**src/rtl/ps2_mouse_decoder_if.sv**
```systemverilog
// Signal bundle between a PS/2 mouse decoder and its user: the raw PS/2
// lines going in, and the decoded paddle/button/wheel state coming out.
interface ps2_mouse_decoder_if #(
    parameter int SPEED_W = 8
);
    logic               ps2_clk;
    logic               ps2_data;
    logic               paddle_dir;
    logic [SPEED_W-1:0] paddle_speed;
    logic [2:0]         buttons;
    logic [3:0]         wheel;
    logic               new_output_flag;
    logic               error_flag;
    logic [1:0]         error_code;

    // Side that owns the PS/2 lines and consumes the decoded results.
    modport master (
        output ps2_clk,
        output ps2_data,
        input  paddle_dir,
        input  paddle_speed,
        input  buttons,
        input  wheel,
        input  new_output_flag,
        input  error_flag,
        input  error_code
    );

    // The decoder itself.
    modport slave (
        input  ps2_clk,
        input  ps2_data,
        output paddle_dir,
        output paddle_speed,
        output buttons,
        output wheel,
        output new_output_flag,
        output error_flag,
        output error_code
    );
endinterface

```
**src/rtl/ps2_mouse_decoder.sv**
```systemverilog
// PS/2 mouse packet decoder. Synchronises the raw PS/2 lines, deframes
// 11-bit frames, assembles 3- or 4-byte mouse packets and turns one axis
// into a paddle direction plus saturated speed. Errors abort the packet.
module ps2_mouse_decoder #(
    parameter int PACKET_BYTES   = 3,
    parameter int SPEED_W        = 8,
    parameter int AXIS           = 1,
    parameter int TIMEOUT_CYCLES = 50000
) (
    input  logic                 clk,
    input  logic                 reset,
    ps2_mouse_decoder_if.slave   bus
);
    localparam int TO_W = $clog2(TIMEOUT_CYCLES + 1);
    localparam logic [SPEED_W-1:0] SPEED_MAX  = SPEED_W'((1 << SPEED_W) - 1);
    localparam logic [8:0]         SPEED_MAX9 = 9'((1 << SPEED_W) - 1);
    localparam logic [1:0] LAST_IDX = 2'(PACKET_BYTES - 1);

    localparam logic [1:0] ERR_FRAMING = 2'd0;
    localparam logic [1:0] ERR_PARITY  = 2'd1;
    localparam logic [1:0] ERR_SYNC    = 2'd2;
    localparam logic [1:0] ERR_TIMEOUT = 2'd3;

    typedef enum logic [1:0] {S_IDLE, S_DATA, S_PARITY, S_STOP} state_t;

    // Synchronisers and edge detection
    logic ps2_clk_meta_q, ps2_clk_sync_q, ps2_clk_prev_q;
    logic ps2_data_meta_q, ps2_data_sync_q;
    logic fall_c;

    // Frame / packet assembly state
    state_t            state_q, state_d;
    logic [2:0]        bit_cnt_q, bit_cnt_d;
    logic [7:0]        shift_q, shift_d;
    logic              parity_q, parity_d;
    logic [1:0]        byte_index_q, byte_index_d;
    logic [TO_W-1:0]   timeout_q, timeout_d;
    // hdr holds byte0 minus the always-one sync bit:
    // {Y ovf, X ovf, Y sign, X sign, buttons[2:0]}
    logic [6:0]        hdr_q, hdr_d;
    logic [7:0]        x_q, x_d;
    logic [7:0]        y_q, y_d;
    logic [3:0]        z_q, z_d;
    logic              done_c;
    logic              err_c;
    logic [1:0]        err_code_c;
    logic              active_c;

    // Output registers
    logic               dir_q, dir_d;
    logic [SPEED_W-1:0] speed_q, speed_d;
    logic [2:0]         buttons_q, buttons_d;
    logic [3:0]         wheel_q, wheel_d;
    logic               new_q, new_d;
    logic               err_flag_q, err_flag_d;
    logic [1:0]         err_code_q, err_code_d;

    // Axis decode helpers
    logic       sign_c;
    logic       ovf_c;
    logic [7:0] mag_byte_c;
    logic [8:0] delta_c;
    logic [8:0] mag_c;

    // Two-flop synchronisers plus a delayed copy of the clock for edge detect
    always_ff @(posedge clk or negedge reset) begin
        if (!reset) begin
            ps2_clk_meta_q  <= 1'b1;
            ps2_clk_sync_q  <= 1'b1;
            ps2_clk_prev_q  <= 1'b1;
            ps2_data_meta_q <= 1'b1;
            ps2_data_sync_q <= 1'b1;
        end else begin
            ps2_clk_meta_q  <= bus.ps2_clk;
            ps2_clk_sync_q  <= ps2_clk_meta_q;
            ps2_clk_prev_q  <= ps2_clk_sync_q;
            ps2_data_meta_q <= bus.ps2_data;
            ps2_data_sync_q <= ps2_data_meta_q;
        end
    end

    assign fall_c = ps2_clk_prev_q & ~ps2_clk_sync_q;

    // Frame FSM, packet assembly and timeout state register
    always_ff @(posedge clk or negedge reset) begin
        if (!reset) begin
            state_q      <= S_IDLE;
            bit_cnt_q    <= '0;
            shift_q      <= '0;
            parity_q     <= 1'b0;
            byte_index_q <= '0;
            timeout_q    <= '0;
            hdr_q        <= '0;
            x_q          <= '0;
            y_q          <= '0;
            z_q          <= '0;
        end else begin
            state_q      <= state_d;
            bit_cnt_q    <= bit_cnt_d;
            shift_q      <= shift_d;
            parity_q     <= parity_d;
            byte_index_q <= byte_index_d;
            timeout_q    <= timeout_d;
            hdr_q        <= hdr_d;
            x_q          <= x_d;
            y_q          <= y_d;
            z_q          <= z_d;
        end
    end

    assign active_c = (state_q != S_IDLE) || (byte_index_q != 2'd0);

    // Frame FSM next state: deframing, byte checks, packet assembly, timeout
    always_comb begin
        state_d      = state_q;
        bit_cnt_d    = bit_cnt_q;
        shift_d      = shift_q;
        parity_d     = parity_q;
        byte_index_d = byte_index_q;
        timeout_d    = timeout_q;
        hdr_d        = hdr_q;
        x_d          = x_q;
        y_d          = y_q;
        z_d          = z_q;
        done_c       = 1'b0;
        err_c        = 1'b0;
        err_code_c   = ERR_FRAMING;

        if (fall_c) begin
            // Any PS/2 clock edge restarts the inactivity window, even one
            // that coincides with expiry.
            timeout_d = '0;
            unique case (state_q)
                S_IDLE: begin
                    if (!ps2_data_sync_q) begin
                        state_d   = S_DATA;
                        bit_cnt_d = 3'd0;
                    end else begin
                        err_c      = 1'b1;
                        err_code_c = ERR_FRAMING;
                    end
                end
                S_DATA: begin
                    shift_d   = {ps2_data_sync_q, shift_q[7:1]};
                    bit_cnt_d = bit_cnt_q + 3'd1;
                    if (bit_cnt_q == 3'd7) begin
                        state_d = S_PARITY;
                    end
                end
                S_PARITY: begin
                    parity_d = ps2_data_sync_q;
                    state_d  = S_STOP;
                end
                S_STOP: begin
                    state_d = S_IDLE;
                    if (!ps2_data_sync_q) begin
                        err_c      = 1'b1;
                        err_code_c = ERR_FRAMING;
                    end else if (^{shift_q, parity_q} == 1'b0) begin
                        err_c      = 1'b1;
                        err_code_c = ERR_PARITY;
                    end else if ((byte_index_q == 2'd0) && !shift_q[3]) begin
                        err_c      = 1'b1;
                        err_code_c = ERR_SYNC;
                    end else begin
                        unique case (byte_index_q)
                            2'd0:    hdr_d = {shift_q[7:4], shift_q[2:0]};
                            2'd1:    x_d   = shift_q;
                            2'd2:    y_d   = shift_q;
                            default: z_d   = shift_q[3:0];
                        endcase
                        if (byte_index_q == LAST_IDX) begin
                            byte_index_d = 2'd0;
                            done_c       = 1'b1;
                        end else begin
                            byte_index_d = byte_index_q + 2'd1;
                        end
                    end
                end
                default: state_d = S_IDLE;
            endcase
        end else if (active_c) begin
            if (timeout_q == TO_W'(TIMEOUT_CYCLES)) begin
                err_c      = 1'b1;
                err_code_c = ERR_TIMEOUT;
            end else begin
                timeout_d = timeout_q + 1'b1;
            end
        end else begin
            timeout_d = '0;
        end

        // Every error drops the partial packet and parks the FSM.
        if (err_c) begin
            state_d      = S_IDLE;
            byte_index_d = 2'd0;
            timeout_d    = '0;
        end
    end

    // Output next state: decode the completed packet or latch an error
    always_comb begin
        dir_d      = dir_q;
        speed_d    = speed_q;
        buttons_d  = buttons_q;
        wheel_d    = wheel_q;
        new_d      = 1'b0;
        err_flag_d = err_flag_q;
        err_code_d = err_code_q;

        sign_c     = (AXIS == 1) ? hdr_d[4] : hdr_d[3];
        ovf_c      = (AXIS == 1) ? hdr_d[6] : hdr_d[5];
        mag_byte_c = (AXIS == 1) ? y_d : x_d;
        delta_c    = {sign_c, mag_byte_c};
        // 9-bit two's complement negate: -256 maps to 9'h100, i.e. 256.
        mag_c      = sign_c ? (9'd0 - delta_c) : delta_c;

        if (err_c) begin
            err_flag_d = 1'b1;
            err_code_d = err_code_c;
        end else if (done_c) begin
            dir_d      = sign_c;
            speed_d    = (ovf_c || (mag_c > SPEED_MAX9)) ? SPEED_MAX : mag_c[SPEED_W-1:0];
            buttons_d  = hdr_d[2:0];
            wheel_d    = (PACKET_BYTES == 4) ? z_d : 4'd0;
            new_d      = 1'b1;
            err_flag_d = 1'b0;
        end
    end

    // Output register bank
    always_ff @(posedge clk or negedge reset) begin
        if (!reset) begin
            dir_q      <= 1'b0;
            speed_q    <= '0;
            buttons_q  <= '0;
            wheel_q    <= '0;
            new_q      <= 1'b0;
            err_flag_q <= 1'b0;
            err_code_q <= '0;
        end else begin
            dir_q      <= dir_d;
            speed_q    <= speed_d;
            buttons_q  <= buttons_d;
            wheel_q    <= wheel_d;
            new_q      <= new_d;
            err_flag_q <= err_flag_d;
            err_code_q <= err_code_d;
        end
    end

    assign bus.paddle_dir      = dir_q;
    assign bus.paddle_speed    = speed_q;
    assign bus.buttons         = buttons_q;
    assign bus.wheel           = wheel_q;
    assign bus.new_output_flag = new_q;
    assign bus.error_flag      = err_flag_q;
    assign bus.error_code      = err_code_q;

endmodule

```
**src/flat_wrapper.sv**
```systemverilog
// flat-port wrapper written by rule: the top's interface ports become plain ports
module ps2_mouse_decoder_flat 
#(
    parameter int PACKET_BYTES   = 3,
    parameter int SPEED_W        = 8,
    parameter int AXIS           = 1,
    parameter int TIMEOUT_CYCLES = 50000
)
  (clk, reset, bus_ps2_clk, bus_ps2_data, bus_paddle_dir, bus_paddle_speed, bus_buttons, bus_wheel, bus_new_output_flag, bus_error_flag, bus_error_code);
  ps2_mouse_decoder_if #(.SPEED_W(SPEED_W)) bus_i ();
  input  logic clk;
  input  logic reset;
  input wire logic [$bits(bus_i.ps2_clk)-1:0] bus_ps2_clk;
  input wire logic [$bits(bus_i.ps2_data)-1:0] bus_ps2_data;
  output wire logic [$bits(bus_i.paddle_dir)-1:0] bus_paddle_dir;
  output wire logic [$bits(bus_i.paddle_speed)-1:0] bus_paddle_speed;
  output wire logic [$bits(bus_i.buttons)-1:0] bus_buttons;
  output wire logic [$bits(bus_i.wheel)-1:0] bus_wheel;
  output wire logic [$bits(bus_i.new_output_flag)-1:0] bus_new_output_flag;
  output wire logic [$bits(bus_i.error_flag)-1:0] bus_error_flag;
  output wire logic [$bits(bus_i.error_code)-1:0] bus_error_code;
  assign bus_i.ps2_clk = bus_ps2_clk;
  assign bus_i.ps2_data = bus_ps2_data;
  assign bus_paddle_dir = bus_i.paddle_dir;
  assign bus_paddle_speed = bus_i.paddle_speed;
  assign bus_buttons = bus_i.buttons;
  assign bus_wheel = bus_i.wheel;
  assign bus_new_output_flag = bus_i.new_output_flag;
  assign bus_error_flag = bus_i.error_flag;
  assign bus_error_code = bus_i.error_code;
  ps2_mouse_decoder #(.PACKET_BYTES(PACKET_BYTES), .SPEED_W(SPEED_W), .AXIS(AXIS), .TIMEOUT_CYCLES(TIMEOUT_CYCLES)) u_core (.clk(clk), .reset(reset), .bus(bus_i));
endmodule
```
**config.mk**
```make
export PLATFORM = sky130hd
export DESIGN_NAME = ps2_mouse_decoder_flat
export DESIGN_NICKNAME = d
export VERILOG_FILES = /design/src/rtl/ps2_mouse_decoder_if.sv /design/src/rtl/ps2_mouse_decoder.sv /design/src/flat_wrapper.sv
export SDC_FILE = /design/constraint.sdc
export NUM_CORES = 1
export LEC_CHECK = 0
export ABC_AREA = 1
export CAP_MARGIN = 20
export CELL_PAD_IN_SITES_DETAIL_PLACEMENT = 0
export CELL_PAD_IN_SITES_GLOBAL_PLACEMENT = 1
export CORE_UTILIZATION = 44
export CTS_CLUSTER_SIZE = 20
export DETAILED_ROUTE_END_ITERATION = 12
export GPL_ROUTABILITY_DRIVEN = 0
export PLACE_DENSITY_LB_ADDON = 0.1
export SLEW_MARGIN = 15
export SYNTH_ARGS = -nofsm -noshare
export SYNTH_HDL_FRONTEND = slang
export SYNTH_SLANG_ARGS = --single-unit
export TNS_END_PERCENT = 100
```
**constraint.sdc**
```tcl
create_clock -name clk -period 2.7 [get_ports clk]
set_input_delay 0.27 -clock clk [delete_from_list [all_inputs] [get_ports clk]]
set_output_delay 0.27 -clock clk [all_outputs]
set_load 0.005 [all_outputs]
```
==> results of run 1 <==
-- final timing paths --
kind	from	to	depth (start not counted)
setup / recovery	u_core.ps2_clk_prev_q$_DFF_PN1_	u_core.bus.paddle_speed[1]$_DFFE_PN0P_	17
hold / removal	reset	u_core.timeout_q[11]$_DFFE_PN0P_	2
setup reg to reg	u_core.ps2_clk_prev_q$_DFF_PN1_	u_core.bus.paddle_speed[1]$_DFFE_PN0P_	17
hold reg to reg	u_core.ps2_clk_meta_q$_DFF_PN1_	u_core.ps2_clk_sync_q$_DFF_PN1_	0
max in group asynchronous	reset	u_core.shift_q[5]$_DFFE_PN0P_	2
min in group clk	bus_ps2_clk	u_core.ps2_clk_meta_q$_DFF_PN1_	1
-- kinds of logic after synthesis --
logic type | Yosys count | synth area share
buf+inv | 74 | 0.0901
fa+ha+maj | 9 | 0.0323
other cells | 1 | 0.00108
compound gates | 41 | 0.0700
flops | 66 | 0.476
simple gates | 222 | 0.301
xor+xnor | 12 | 0.0302
-- area by class of cell --
cell class | instances | area (µm²) | area share
sequential | 66 | 1660 | 0.415
inverter | 63 | 236 | 0.0590
multi-input combinational | 288 | 1530 | 0.383
clock buffer | 13 | 149 | 0.0372
timing repair buffer | 27 | 258 | 0.0644
clock inverter | 3 | 40.0 | 0.0100
tap | 102 | 128 | 0.0319
-- sequential cells by signal, indices dropped and copies added (netlist names), 2 cells and up --
| name | flops |
|---|---|
| u_core.byte_index_q | 2 |
| u_core.hdr_q | 5 |
| u_core.bus.paddle_speed | 8 |
| u_core.bit_cnt_q | 3 |
| u_core.shift_q | 8 |
| u_core.bus.error_code | 2 |
| u_core.bus.buttons | 3 |
| u_core.state_q | 2 |
| u_core.timeout_q | 16 |
| u_core.y_q | 8 |
-- where the power goes --
part           internal, mW  total (mW)  switching [mW]
registers              1.13        1.27           0.138
logic                 0.348        1.02           0.674
clock network         0.450       0.811           0.360
total                  1.93        3.10            1.17
-- synth_stat cells, types with 3 or more instances --
master,number
inv_2,7
nand2_2,4
o21ai_0,21
nor3_1,6
o21ai_1,7
dfstp_2,5
nand3_1,17
nand2_1,123
buf_4,5
nand3_2,4
ha_1,9
xor2_1,11
nor2_1,37
dfrtp_1,61
nor2_4,3
nand4_1,13
inv_1,56
or2_2,5
-- metal layers --
metal	track usage	vias to the layer above	part of all wire	routed length (µm)
met5	0	-	0	0
met4	0.0675	0	0.014	95
met3	0.0360	8	0.033	222
met2	0.270	33	0.41	2790
met1	0.272	1216	0.54	3660
li1	-	1392	-	-
-- what timing repair did --
action                     CTS  global route
setup endpoints to repair    0             8
resized for setup            0             3
buffers inserted             0             1
==> flow_summary.toml, run 1 <==
[outcome]
status = "complete, no violations"

[worst_setup_path]
critPathLaunchType = "flop"
crit_path_max_incr_delay_ns = 0.51
cp_slowest_cell = "dfstp_2"
crit_family = "simple AND/OR/NAND/NOR gates"
r2r_slack_ns = 0.28
crit_path_end_kind = "flop"
path_cells = "inv_1 > nor2_4 > inv_1 > nor3_4 > buf_12 > nand3_4 > nand2_1 > nand2_1 > ha_1 > nand3_1 > nor2_1 > nand2_2 > nor2_4 > nor2_8 > nand2_1 > o21ai_1 > inv_1"
criticalPathCategory = "flop to flop"
cp_max_fo = 9
arrival_ns = 2.64
cp.required_ns = 2.92
path_buf_inv = 4

[floorplanning]
die_area_mm2 = 0.00828
rows = 32
start_util = 0.453
die_w_um = 91.0
core_mm2 = 0.00769
die_height_um = 91.0
num_io_pins = 24

[finish]
fin_util = 0.521
nets = 468
antennaDiodeCount = 0
syn2layout_area_growth_pct = 14.9
stdcell_count = 562
layout-drive-gt1-share = 0.135
final_cell_area_mm2 = 0.00401
mostFrequentLayoutCells = "nand2_1 (123), dfrtp_1 (59), inv_1 (56), nor2_1 (37), o21ai_0 (21)"
final_common_cell = "nand2_1"
fill_cells = 752

[route]
ant_nets = 0
firstDrtPassIters = 7
detail_route.wl_per_cell_um = 12.0
num_vias = 2649
drcViolationCount = 0
drt_wl_total_mm = 6.76
viasPerCell = 4.71
drt_iter0_markers = 118

[logic_synthesis]
synth_edf_count = 0
yosysSeqAreaShare = 0.476
syn_area_mm2 = 0.00349
ys_types = 41
yosys.area.top_type = "dfrtp_1"
syn_inst = 425
ys.warnings.count = 0
yosys_register_bits = 66
ys.flop_type = "dfrtp_1"
synth_area_leaders = "dfrtp_1 (44%), nand2_1 (13%), inv_1 (6.0%)"
yosys.area.top_type_share = 0.438
async_reset_ff_frac = 1.00
syn_area_per_cell_um2 = 8.20

[grt]
grt_pass1_wl_mm = 12.1
grt_max_degree = 67
antenna_found_initial = 0
grt_overflow = 0
grt_pass1_vias = 2587
grt_usage = 0.185

[placement]
hpwl_mm = 4.90
io_buffers = 19
placed_cells = 545
place_ws_ns = 0.205
place_area_mm2 = 0.00378

[pwr]
totalPowerFinal_mw = 3.10
peakVddDrop_v = 0.000643
power_density_mw_per_mm2 = 775
p_leak_nw = 2.01

[clock_tree]
cts-root-buf = "clkbuf_8"
clkTransAtPathRegs_ns = 0.08
numCtsBuffers = 9
htree_levels = 3
clk_latency_ns = 0.34
clkSinkCount = 66
cts_buffer_depth = 2
holdBufCountCts = 0
cts_tree = "built"

[timing]
layout_setup_ws_ns = 0.276
finalCritPeriodShare = 0.898
timing.hold.ws_ns = 0.0866
drv_slew = 0
min_period_ns = 2.42
tns_ns = 0
fin_worst_skew_ns = 0.0144
max-slew-margin-rel = 0.442
hold_violations = 0
fmax_mhz = 413
rsz0062_at_grt = "no"
setup-violations-final = 0
worstMarginPinSlew_ns = 0.838

[worst_hold_path]
hp-class = "input pin to async pin"

[job]
max_cap_viol_count = 0
(Power assumes the default switching activity.)
==> inputs of run 2 (changes only) <==
SLEW_MARGIN = default   (was 15)
==> results of run 2 <==
The final DEF is identical to that of run 1; final timing and power are the same.
==> inputs of run 3 (changes only) <==
CTS_BUF_LIST = sky130_fd_sc_hd__clkbuf_16   (was default)
==> run 3 against run 2 <==
Effect of this change:
- clock skew is 0.0043 ns lower
- sequential share of layout area is 0.92 points lower
- first-iteration DRC count stayed put
- worst setup slack better by 0.011 ns
- core utilization is 1.2 points higher
- critical path depth is 3 higher
- clock-buffer cell count is 4 lower
- critical path type unchanged
- largest power group unchanged
==> flow_summary.toml, run 3 (synthesis gave the netlist of run 1 again) <==
[timing]
setup-violations-final = 0
finalCritPeriodShare = 0.894
rsz0062_at_grt = "no"
max-slew-margin-rel = 0.446
drv_slew = 0
hold_violations = 0
fmax_mhz = 414
min_period_ns = 2.41
tns_ns = 0
worstMarginPinSlew_ns = 0.831
fin_worst_skew_ns = 0.0101

[clock_tree]
clkTransAtPathRegs_ns = 0.06
cts-root-buf = "clkbuf_16"
holdBufCountCts = 0
cts_tree = "built"
cts_buffer_depth = 2
htree_levels = 3
clkSinkCount = 66
clk_latency_ns = 0.32
numCtsBuffers = 9

[floorplanning]
rows = 32
die_area_mm2 = 0.00828
die_height_um = 91.0
num_io_pins = 24
core_mm2 = 0.00769
start_util = 0.453
die_w_um = 91.0

[grt]
grt_max_degree = 67
grt_usage = 0.184
met2_usage = 0.271
antenna_found_initial = 0
grt_pass1_wl_mm = 12.1
grt_overflow = 0
grt_pass1_vias = 2592
grt_use_met1 = 0.275
grt_busiest_layer = "met1"
grt_use_met3 = 0.0285

[worst_setup_path]
r2r_slack_ns = 0.29
crit_start = "u_core.shift_q[1]$_DFFE_PN0P_"
critPathLaunchType = "flop"
crit_path_end_kind = "flop"
cp_max_fo = 14
arrival_ns = 2.62
r2r-end = "u_core.bus.paddle_speed[1]$_DFFE_PN0P_"
worstSetupEndpoint = "u_core.bus.paddle_speed[1]$_DFFE_PN0P_"
r2r_cells = 20
cp.required_ns = 2.91
timing.rr.start = "u_core.shift_q[1]$_DFFE_PN0P_"
criticalPathCategory = "flop to flop"

[pwr]
power_density_mw_per_mm2 = 825
peakVddDrop_v = 0.000466
p_leak_nw = 2.06

[finish]
stdcell_count = 562
fill_cells = 736
largest-register = "u_core.timeout_q"
final_common_cell = "nand2_1"
layout-drive-gt1-share = 0.133
nets = 468
antennaDiodeCount = 0
syn2layout_area_growth_pct = 17.5
largest_reg_flops = 16
mostFrequentLayoutCells = "nand2_1 (123), inv_1 (59), dfrtp_1 (59), nor2_1 (37), o21ai_0 (21)"

[route]
num_vias = 2625
drt_iter0_markers = 118
viasPerCell = 4.67
firstDrtPassIters = 4
drcViolationCount = 0
drt_wl_total_mm = 6.70
detail_route.wl_per_cell_um = 11.9
ant_nets = 0

[job]
max_cap_viol_count = 0

[placement]
placed_cells = 545
io_buffers = 19
hpwl_mm = 4.90

[worst_hold_path]
hp-class = "input pin to async pin"

[outcome]
status = "complete, no violations"
run 3: worst min-delay path by stage:
stage	slack, ns	cells after the start	endpoint	startpoint
floorplan	-0.03	0	u_core.bit_cnt_q[0]$_DFFE_PN0P_	reset
global placement	0.35	0	u_core.ps2_data_sync_q$_DFF_PN1_	u_core.ps2_data_meta_q$_DFF_PN1_
detailed placement	0.35	0	u_core.ps2_clk_sync_q$_DFF_PN1_	u_core.ps2_clk_meta_q$_DFF_PN1_
CTS	0.18	2	u_core.timeout_q[12]$_DFFE_PN0P_	reset
global route	0.21	2	u_core.timeout_q[10]$_DFFE_PN0P_	reset
finish	0.11	2	u_core.timeout_q[11]$_DFFE_PN0P_	reset
run 3: through the flow:
step / power [mW] / hold slack [ns] / area, µm² / utilization / worst slack (ns)
floorplan: 2.02 / -0.0256 / 3500 / - / 0.390
global placement: 2.26 / 0.345 / 3780 / 0.492 / 0.288
detailed placement: 2.27 / 0.347 / 3780 / 0.492 / 0.205
CTS: 3.37 / 0.179 / 4070 / 0.529 / 0.189
global route: 3.64 / 0.213 / 4100 / 0.533 / 0.00533
finish: 3.38 / 0.109 / 4100 / 0.533 / 0.287
run 3: where the power goes:
group	internal [mW]	leakage (nW)	switching (mW)
registers	1.13	0.881	0.137
logic	0.347	1.03	0.671
clock network	0.697	0.150	0.394
run 3: final cells by class:
type	instances	area [µm²]	area share
Clock buffer	9	225	0.0550
Clock inverter	7	55.1	0.0134
Inverter	63	236	0.0577
Multi-Input combinational cell	288	1530	0.374
Sequential cell	66	1660	0.405
Tap cell	102	128	0.0312
Timing Repair Buffer	27	258	0.0629
run 3: timing repair:
item / CTS / global route
setup endpoints to repair: 0 / 7
gates resized for setup: 0 / 3
buffers inserted: 0 / 1
run 3: worst max-delay path, cell delays in order, from the launching register on:
cell and delay, ns:
dfrtp_1 0.43, inv_2 0.09, nand2_1 0.08, nand2_1 0.07
nand2_1 0.07, nand2_1 0.07, nand2_1 0.07, nand3_2 0.15
nand2_8 0.17, nand3_4 0.08, nand2_1 0.07, nand2_1 0.09
ha_1 0.23, nand3_1 0.10, nor2_1 0.06, nand2_2 0.10
nor2_4 0.05, nor2_8 0.14, nand2_1 0.08, o21ai_1 0.07
inv_1 0.04
run 3: metal layers:
metal / wire length [µm] / vias to the layer above
met5: 0 / -
met4: 85 / 0
met3: 174 / 6
met2: 2760 / 30
met1: 3680 / 1197
li1: - / 1392
